==> config.mk <==
export PLATFORM = sky130hd
export DESIGN_NAME = mem_access_ctrl
export DESIGN_NICKNAME = d
export VERILOG_FILES = /design/src/rtl/mem_access_ctrl_pkg.sv /design/src/rtl/mem_access_ctrl_register_16b.sv /design/src/rtl/mem_access_ctrl.sv
export SDC_FILE = /design/constraint.sdc
export NUM_CORES = 1
export LEC_CHECK = 0
export ABC_AREA = 0
export BUFFER_PORTS_ARGS = -buffer_cell sky130_fd_sc_hd__buf_2
export CORE_UTILIZATION = 45
export CTS_BUF_LIST = sky130_fd_sc_hd__clkbuf_8
export DETAILED_ROUTE_END_ITERATION = 16
export HOLD_SLACK_MARGIN = 0.15
export PLACE_DENSITY = 0.78
export SLEW_MARGIN = 25
export SYNTH_ARGS = -nofsm -noshare
export SYNTH_HDL_FRONTEND = slang
export SYNTH_HIERARCHICAL = 1
export SYNTH_SLANG_ARGS = --single-unit
==> constraint.sdc <==
create_clock -name clk -period 1.7 [get_ports clk]
set_input_delay 0.17 -clock clk [delete_from_list [all_inputs] [get_ports clk]]
set_output_delay 0.17 -clock clk [all_outputs]
set_load 0.01 [all_outputs]
==> src/rtl/mem_access_ctrl_pkg.sv <==
// Shared constants for the memory-stage access controller: FSM encodings
// and default sizing.
package mem_access_ctrl_pkg;

    localparam int DATA_W_DEF  = 16;
    localparam int TIMEOUT_DEF = 15;
    localparam int CNT_W_DEF   = 4;
    localparam int STATE_W     = 2;

    localparam logic [STATE_W-1:0] ST_IDLE = 2'd0;
    localparam logic [STATE_W-1:0] ST_WAIT = 2'd1;
    localparam logic [STATE_W-1:0] ST_HOLD = 2'd2;

endpackage

==> src/rtl/mem_access_ctrl_register_16b.sv <==
// Enabled data register with async active-low clear; parks load data while
// the downstream pipeline is frozen.
module register_16b #(
    parameter int W = 16
) (
    input  logic         clk,
    input  logic         rst,
    input  logic         en,
    input  logic [W-1:0] d,
    output logic [W-1:0] q
);

    logic [W-1:0] q_q;
    logic [W-1:0] q_d;

    always_comb begin
        q_d = en ? d : q_q;
    end

    always_ff @(posedge clk or negedge rst) begin
        if (!rst) q_q <= '0;
        else      q_q <= q_d;
    end

    assign q = q_q;

endmodule

==> src/rtl/mem_access_ctrl.sv <==
// Memory-stage load/store controller: issues one req/done transaction per
// MEM instruction, stalls the pipe while it is in flight, flags faults.
module mem_access_ctrl
    import mem_access_ctrl_pkg::*;
#(
    parameter int DATA_W  = DATA_W_DEF,
    parameter int TIMEOUT = TIMEOUT_DEF,
    parameter int CNT_W   = CNT_W_DEF
) (
    input  logic              clk,
    input  logic              rst,
    input  logic              valid_MEM,
    input  logic              memRead_MEM,
    input  logic              memWrite_MEM,
    input  logic [DATA_W-1:0] addr_MEM,
    input  logic [DATA_W-1:0] wdata_MEM,
    input  logic              HALT_MEM,
    input  logic              pipe_en,
    output logic              mem_req,
    output logic              mem_wr,
    output logic [DATA_W-1:0] mem_addr,
    output logic [DATA_W-1:0] mem_wdata,
    input  logic              mem_done,
    input  logic [DATA_W-1:0] mem_rdata,
    output logic [DATA_W-1:0] data_MEM,
    output logic              stall_MEM,
    output logic              err_MEM
);

    localparam logic [CNT_W-1:0] CNT_LAST = CNT_W'(TIMEOUT - 1);

    logic [STATE_W-1:0] state_q, state_d;
    logic [CNT_W-1:0]   cnt_q, cnt_d;
    logic               halted_q, halted_d;
    logic               wr_q, wr_d;
    logic [DATA_W-1:0]  addr_q, addr_d;
    logic [DATA_W-1:0]  wdata_q, wdata_d;

    logic               access;
    logic               hold_en;
    logic [DATA_W-1:0]  hold_data;
    logic [DATA_W-1:0]  rd_result;
    logic               stall_c;
    logic               err_c;
    logic [DATA_W-1:0]  data_c;

    assign access    = valid_MEM & (memRead_MEM | memWrite_MEM) & ~halted_q;
    // Stores complete with no data for the writeback stage.
    assign rd_result = wr_q ? '0 : mem_rdata;

    always_comb begin
        state_d = state_q;
        cnt_d   = cnt_q;
        wr_d    = wr_q;
        addr_d  = addr_q;
        wdata_d = wdata_q;
        stall_c = 1'b0;
        err_c   = 1'b0;
        data_c  = '0;
        hold_en = 1'b0;

        case (state_q)
            ST_IDLE: begin
                if (access) begin
                    if (addr_MEM[0]) begin
                        err_c = 1'b1;
                    end else begin
                        wr_d    = memWrite_MEM;
                        addr_d  = addr_MEM;
                        wdata_d = wdata_MEM;
                        cnt_d   = '0;
                        stall_c = 1'b1;
                        state_d = ST_WAIT;
                    end
                end
            end
            ST_WAIT: begin
                // A completion that lands on the last allowed cycle beats the timeout.
                if (mem_done) begin
                    data_c = rd_result;
                    if (pipe_en) begin
                        state_d = ST_IDLE;
                    end else begin
                        hold_en = 1'b1;
                        state_d = ST_HOLD;
                    end
                end else if (cnt_q == CNT_LAST) begin
                    err_c   = 1'b1;
                    state_d = ST_IDLE;
                end else begin
                    cnt_d   = cnt_q + 1'b1;
                    stall_c = 1'b1;
                end
            end
            ST_HOLD: begin
                data_c = hold_data;
                if (pipe_en) state_d = ST_IDLE;
            end
            default: state_d = ST_IDLE;
        endcase

        halted_d = halted_q | (valid_MEM & HALT_MEM & pipe_en & ~stall_c);
    end

    always_ff @(posedge clk or negedge rst) begin
        if (!rst) begin
            state_q  <= ST_IDLE;
            cnt_q    <= '0;
            halted_q <= 1'b0;
            wr_q     <= 1'b0;
            addr_q   <= '0;
            wdata_q  <= '0;
        end else begin
            state_q  <= state_d;
            cnt_q    <= cnt_d;
            halted_q <= halted_d;
            wr_q     <= wr_d;
            addr_q   <= addr_d;
            wdata_q  <= wdata_d;
        end
    end

    register_16b #(.W(DATA_W)) u_hold (
        .clk (clk),
        .rst (rst),
        .en  (hold_en),
        .d   (rd_result),
        .q   (hold_data)
    );

    // Combinational outputs are gated so an asserted reset silences them at once.
    assign mem_req   = (state_q == ST_WAIT);
    assign mem_wr    = wr_q;
    assign mem_addr  = addr_q;
    assign mem_wdata = wdata_q;
    assign stall_MEM = stall_c & rst;
    assign err_MEM   = err_c & rst;
    assign data_MEM  = rst ? data_c : '0;

endmodule

==> out/metrics.json <==
{
  "syn-cell-area_um2": 2700,
  "finalCriticalPeriod_ns": 1.98,
  "critical_path.reg2reg.startpoint": "state_q[1]",
  "design.die.area_um2": 6320,
  "power_leakage_nw": 2.18,
  "ff2ff_setup_slack_ns": -0.28,
  "crit_path_top_delay_cell": "dfrtp_1",
  "final_core_utilization_pct": 78.9,
  "diodes": 0,
  "timing.critical_path.arrival_ns": 2.17,
  "largest_family_of_logic_cells_by_synthesized_area": "multiplexers",
  "detail-route-antenna-nets": 0,
  "finalClockSkew_ns": 0.0109,
  "drc": 0,
  "synth.area.mux_share_pct": 21.8,
  "starting_utilization_of_the_core_area_pct": 47.9,
  "grt_overflow": 0,
  "rr_endpoint": "mem_addr[2]",
  "cts.path.max_buffers": 2,
  "viasPerCell": 5.12,
  "synth_compound_area_share_pct": 7.69,
  "cts.sinks": 55,
  "power.density_nw_per_um2": 1510,
  "cts.clk_slew.worst_paths_ns": 0.10,
  "max-vdd-ir-drop_mv": 0.951,
  "routability_congestion_estimate": 0.780,
  "critical_path.max_stage_delay_ns": 0.42,
  "final_nets": 442,
  "number_of_flops_mapped_to_enable_cells_by_yosys": 0,
  "maximum_number_of_pins_on_one_net_before_global_route_repair": 24,
  "maxCapViolations": 0,
  "violated_checks": "negative setup slack",
  "post_synth_and_or_nand_nor_area_fraction_pct": 12.6,
  "setup_violations": 69,
  "io_pins": 108,
  "run_status": "complete, but fails checks",
  "path_class": "reg2reg",
  "floorplan.die.height_um": 79.5,
  "required_ns": 1.89,
  "share_seq_of_total_power_pct": 34.6,
  "routed-via-count": 2324,
  "timing.reg2reg.worst_path_depth": 7,
  "design.core.area_um2": 5640,
  "grt_setup_unrepaired": "true",
  "global_route_wire_length_before_repair_um": 11100,
  "syn-mean-instance-area_um2": 12.7,
  "seq_area_frac_synth_pct": 50.9,
  "postSynthRegisterBits": 55,
  "synthesis.nets": 273,
  "max_clock_freq_mhz": 504,
  "half_perimeter_wire_length_of_the_detailed_placement_result_um": 4190,
  "clock_power_share_pct": 15.0,
  "timing.critical_path.to_type": "flip-flop",
  "syn_inst": 212,
  "placementRows": 27,
  "xor_and_xnor_fraction_of_the_mapped_netlist_area_pct": 0,
  "hold_viol": 0,
  "cp_cell_sequence": "inv_2, ha_4, nor4b_4, clkbuf_16, buf_4, buf_12, mux2_2",
  "buffer_ports.inserted": 106,
  "clk_root_buffer_cell": "clkbuf_8",
  "post_synth_fa_ha_maj_area_fraction_pct": 2.32,
  "final_min_period_over_clock_period_pct": 117,
  "floorplan.die.width_um": 79.5,
  "slew-limit-headroom_pct": 41.4,
  "initialDrtViolationCount": 61,
  "synthToLayoutAreaGrowth_pct": 64.7,
  "timing.critical_path.fanout_max": 15,
  "insertion_delay_ns": 0.30,
  "min-delay-path-class": "in2async",
  "yosys_most_used_dff": "dfrtp_1",
  "dr.pass1.iters": 4,
  "worst_pin_slew_ns": 0.876,
  "wl_per_cell_um": 18.0,
  "totalWireLength_um": 8180,
  "setup_slack_ns": -0.284,
  "tritoncts": "done",
  "cell_internal_pwr_w": 0.00438,
  "p_sw_share_pct": 34.8,
  "grt_use_total_pct": 23.3,
  "numCtsBuffers": 5,
  "asyncSetResetFlopFracSynth_pct": 100,
  "grt_pass1_vias": 2388,
  "clock_tree.htree_level_count": 2,
  "synth.lib_cells_used.distinct": 36,
  "yosysWarnings": 6,
  "final_max_tran_viols": 0,
  "start_kind": "flip-flop",
  "antenna_violations_before_repair": 0,
  "comb_power_share_pct": 50.4,
  "post_placement_worst_setup_slack_ns": -0.0414,
  "total_switching_power_w": 0.00234,
  "layout-drive-gt1-share_pct": 60.5
}
==> cell families (layout without fill, tap and decap cells) <==
group	Yosys count	after routing
other	1	1
adders and majority gates	5	5
muxes	49	49
AOI/OAI and AO/OA	28	28
buffers and inverters	16	186
and+or+nand+nor	58	58
DFF	55	55
==> per-stage QoR <==
step	cell area [um^2]	total power, W	setup TNS (ns)	std cells	hold WS, ns
after global routing	4450	0.00704	-16.70	454	0.166
final	4450	0.00672	-12.25	454	0.127
after floorplan	2730	0.00382	-0.0977	212	-0.126
after global placement	3370	0.00460	0	393	0.0382
after CTS	4150	0.00609	-4.58	446	-0.291
after detailed placement	3370	0.00470	-0.170	393	0.0413
==> state kept, by name, indices dropped and copies added (netlist names) <==
register / count
cnt_q: 4
state_q: 2
mem_wdata: 16
halted_q: 1
mem_addr: 15
u_hold/q: 16
mem_wr: 1
==> power by group through the flow <==
stage / clock [W] / combinational (W) / sequential [W]
global route: 0.00107 / 0.00359 / 0.00238
detailed placement: 0 / 0.00244 / 0.00226
finish: 0.00101 / 0.00339 / 0.00233
floorplan: 0 / 0.00145 / 0.00237
global placement: 0 / 0.00237 / 0.00223
CTS: 0.00101 / 0.00283 / 0.00225
==> final cells by class <==
class | instances | area, um^2
Multi-Input combinational cell | 141 | 1540
Sequential cell | 55 | 1380
Timing Repair Buffer | 174 | 1300
Fill cell | 337 | 1190
Tap cell | 72 | 90.1
Clock buffer | 5 | 68.8
Clock inverter | 3 | 63.8
Inverter | 4 | 15.0
==> synthesized netlist by cell type (all sizes together), types with 2 or more instances <==
library cell | count | share of area (%)
nand2b | 2 | 0.74
nand2 | 6 | 0.83
buf | 8 | 3.3
a31oi | 5 | 1.2
ha | 5 | 2.3
clkbuf | 4 | 0.60
nand3 | 2 | 0.37
dfrtp | 55 | 51
mux2 | 49 | 22
a22oi | 16 | 4.4
nor2 | 21 | 3.0
inv | 4 | 0.56
nor2b | 18 | 4.2
and3 | 2 | 0.46
==> cells in the final DEF (no fill, tap or decap), drive strengths merged, types with 2 or more instances in the layout <==
cell,n
buf,135
dfrtp,55
mux2,49
dlygate4sd3,36
nor2,21
nor2b,18
a22oi,16
clkbuf,8
nand2,6
a31oi,5
ha,5
inv,5
nand2b,2
nand3,2
bufinv,2
and3,2
==> metal layers <==
layer  track usage, %  share of wire [%]  wire length [um]  vias to the layer above
li1                 -                  -                 -                     1086
met1             25.3                 38              3110                     1156
met2             44.7                 57              4640                       74
met3             4.23                3.9               315                        8
met4             8.00                1.4               114                        0
met5                0                  0                 0                        -
==> timing repair <==
| action | CTS | global route |
|---|---|---|
| hold buffers | 36 | 1 |
| setup endpoints to repair | 51 | 71 |
| resized for setup | 36 | 58 |
| cloned | 3 | 1 |
| pin swaps | 6 | 8 |
| buffers inserted | 6 | 8 |
| hold endpoints to repair | 88 | 4 |
==> worst max-delay path by stage <==
stage / start / cells after the start / slack [ns] / to
after floorplan: state_q[0] / 5 / -0.003 / mem_addr[10]
after global placement: cnt_q[0] / 6 / 0.02 / state_q[1]
after detailed placement: state_q[0] / 7 / -0.04 / stall_MEM
after CTS: state_q[0] / 7 / -0.15 / data_MEM[7]
after global routing: state_q[1] / 7 / -0.34 / stall_MEM
final: state_q[1] / 7 / -0.28 / mem_addr[2]
==> critical path, delay by kind of cell (launching register included) <==
kind	cells	cell delay (ns)
muxes	1	0.36
buffers and inverters	4	0.60
adders and majority gates	1	0.15
DFF	1	0.42
and+or+nand+nor	1	0.32
Note: power is estimated with default switching activity, not from simulation.
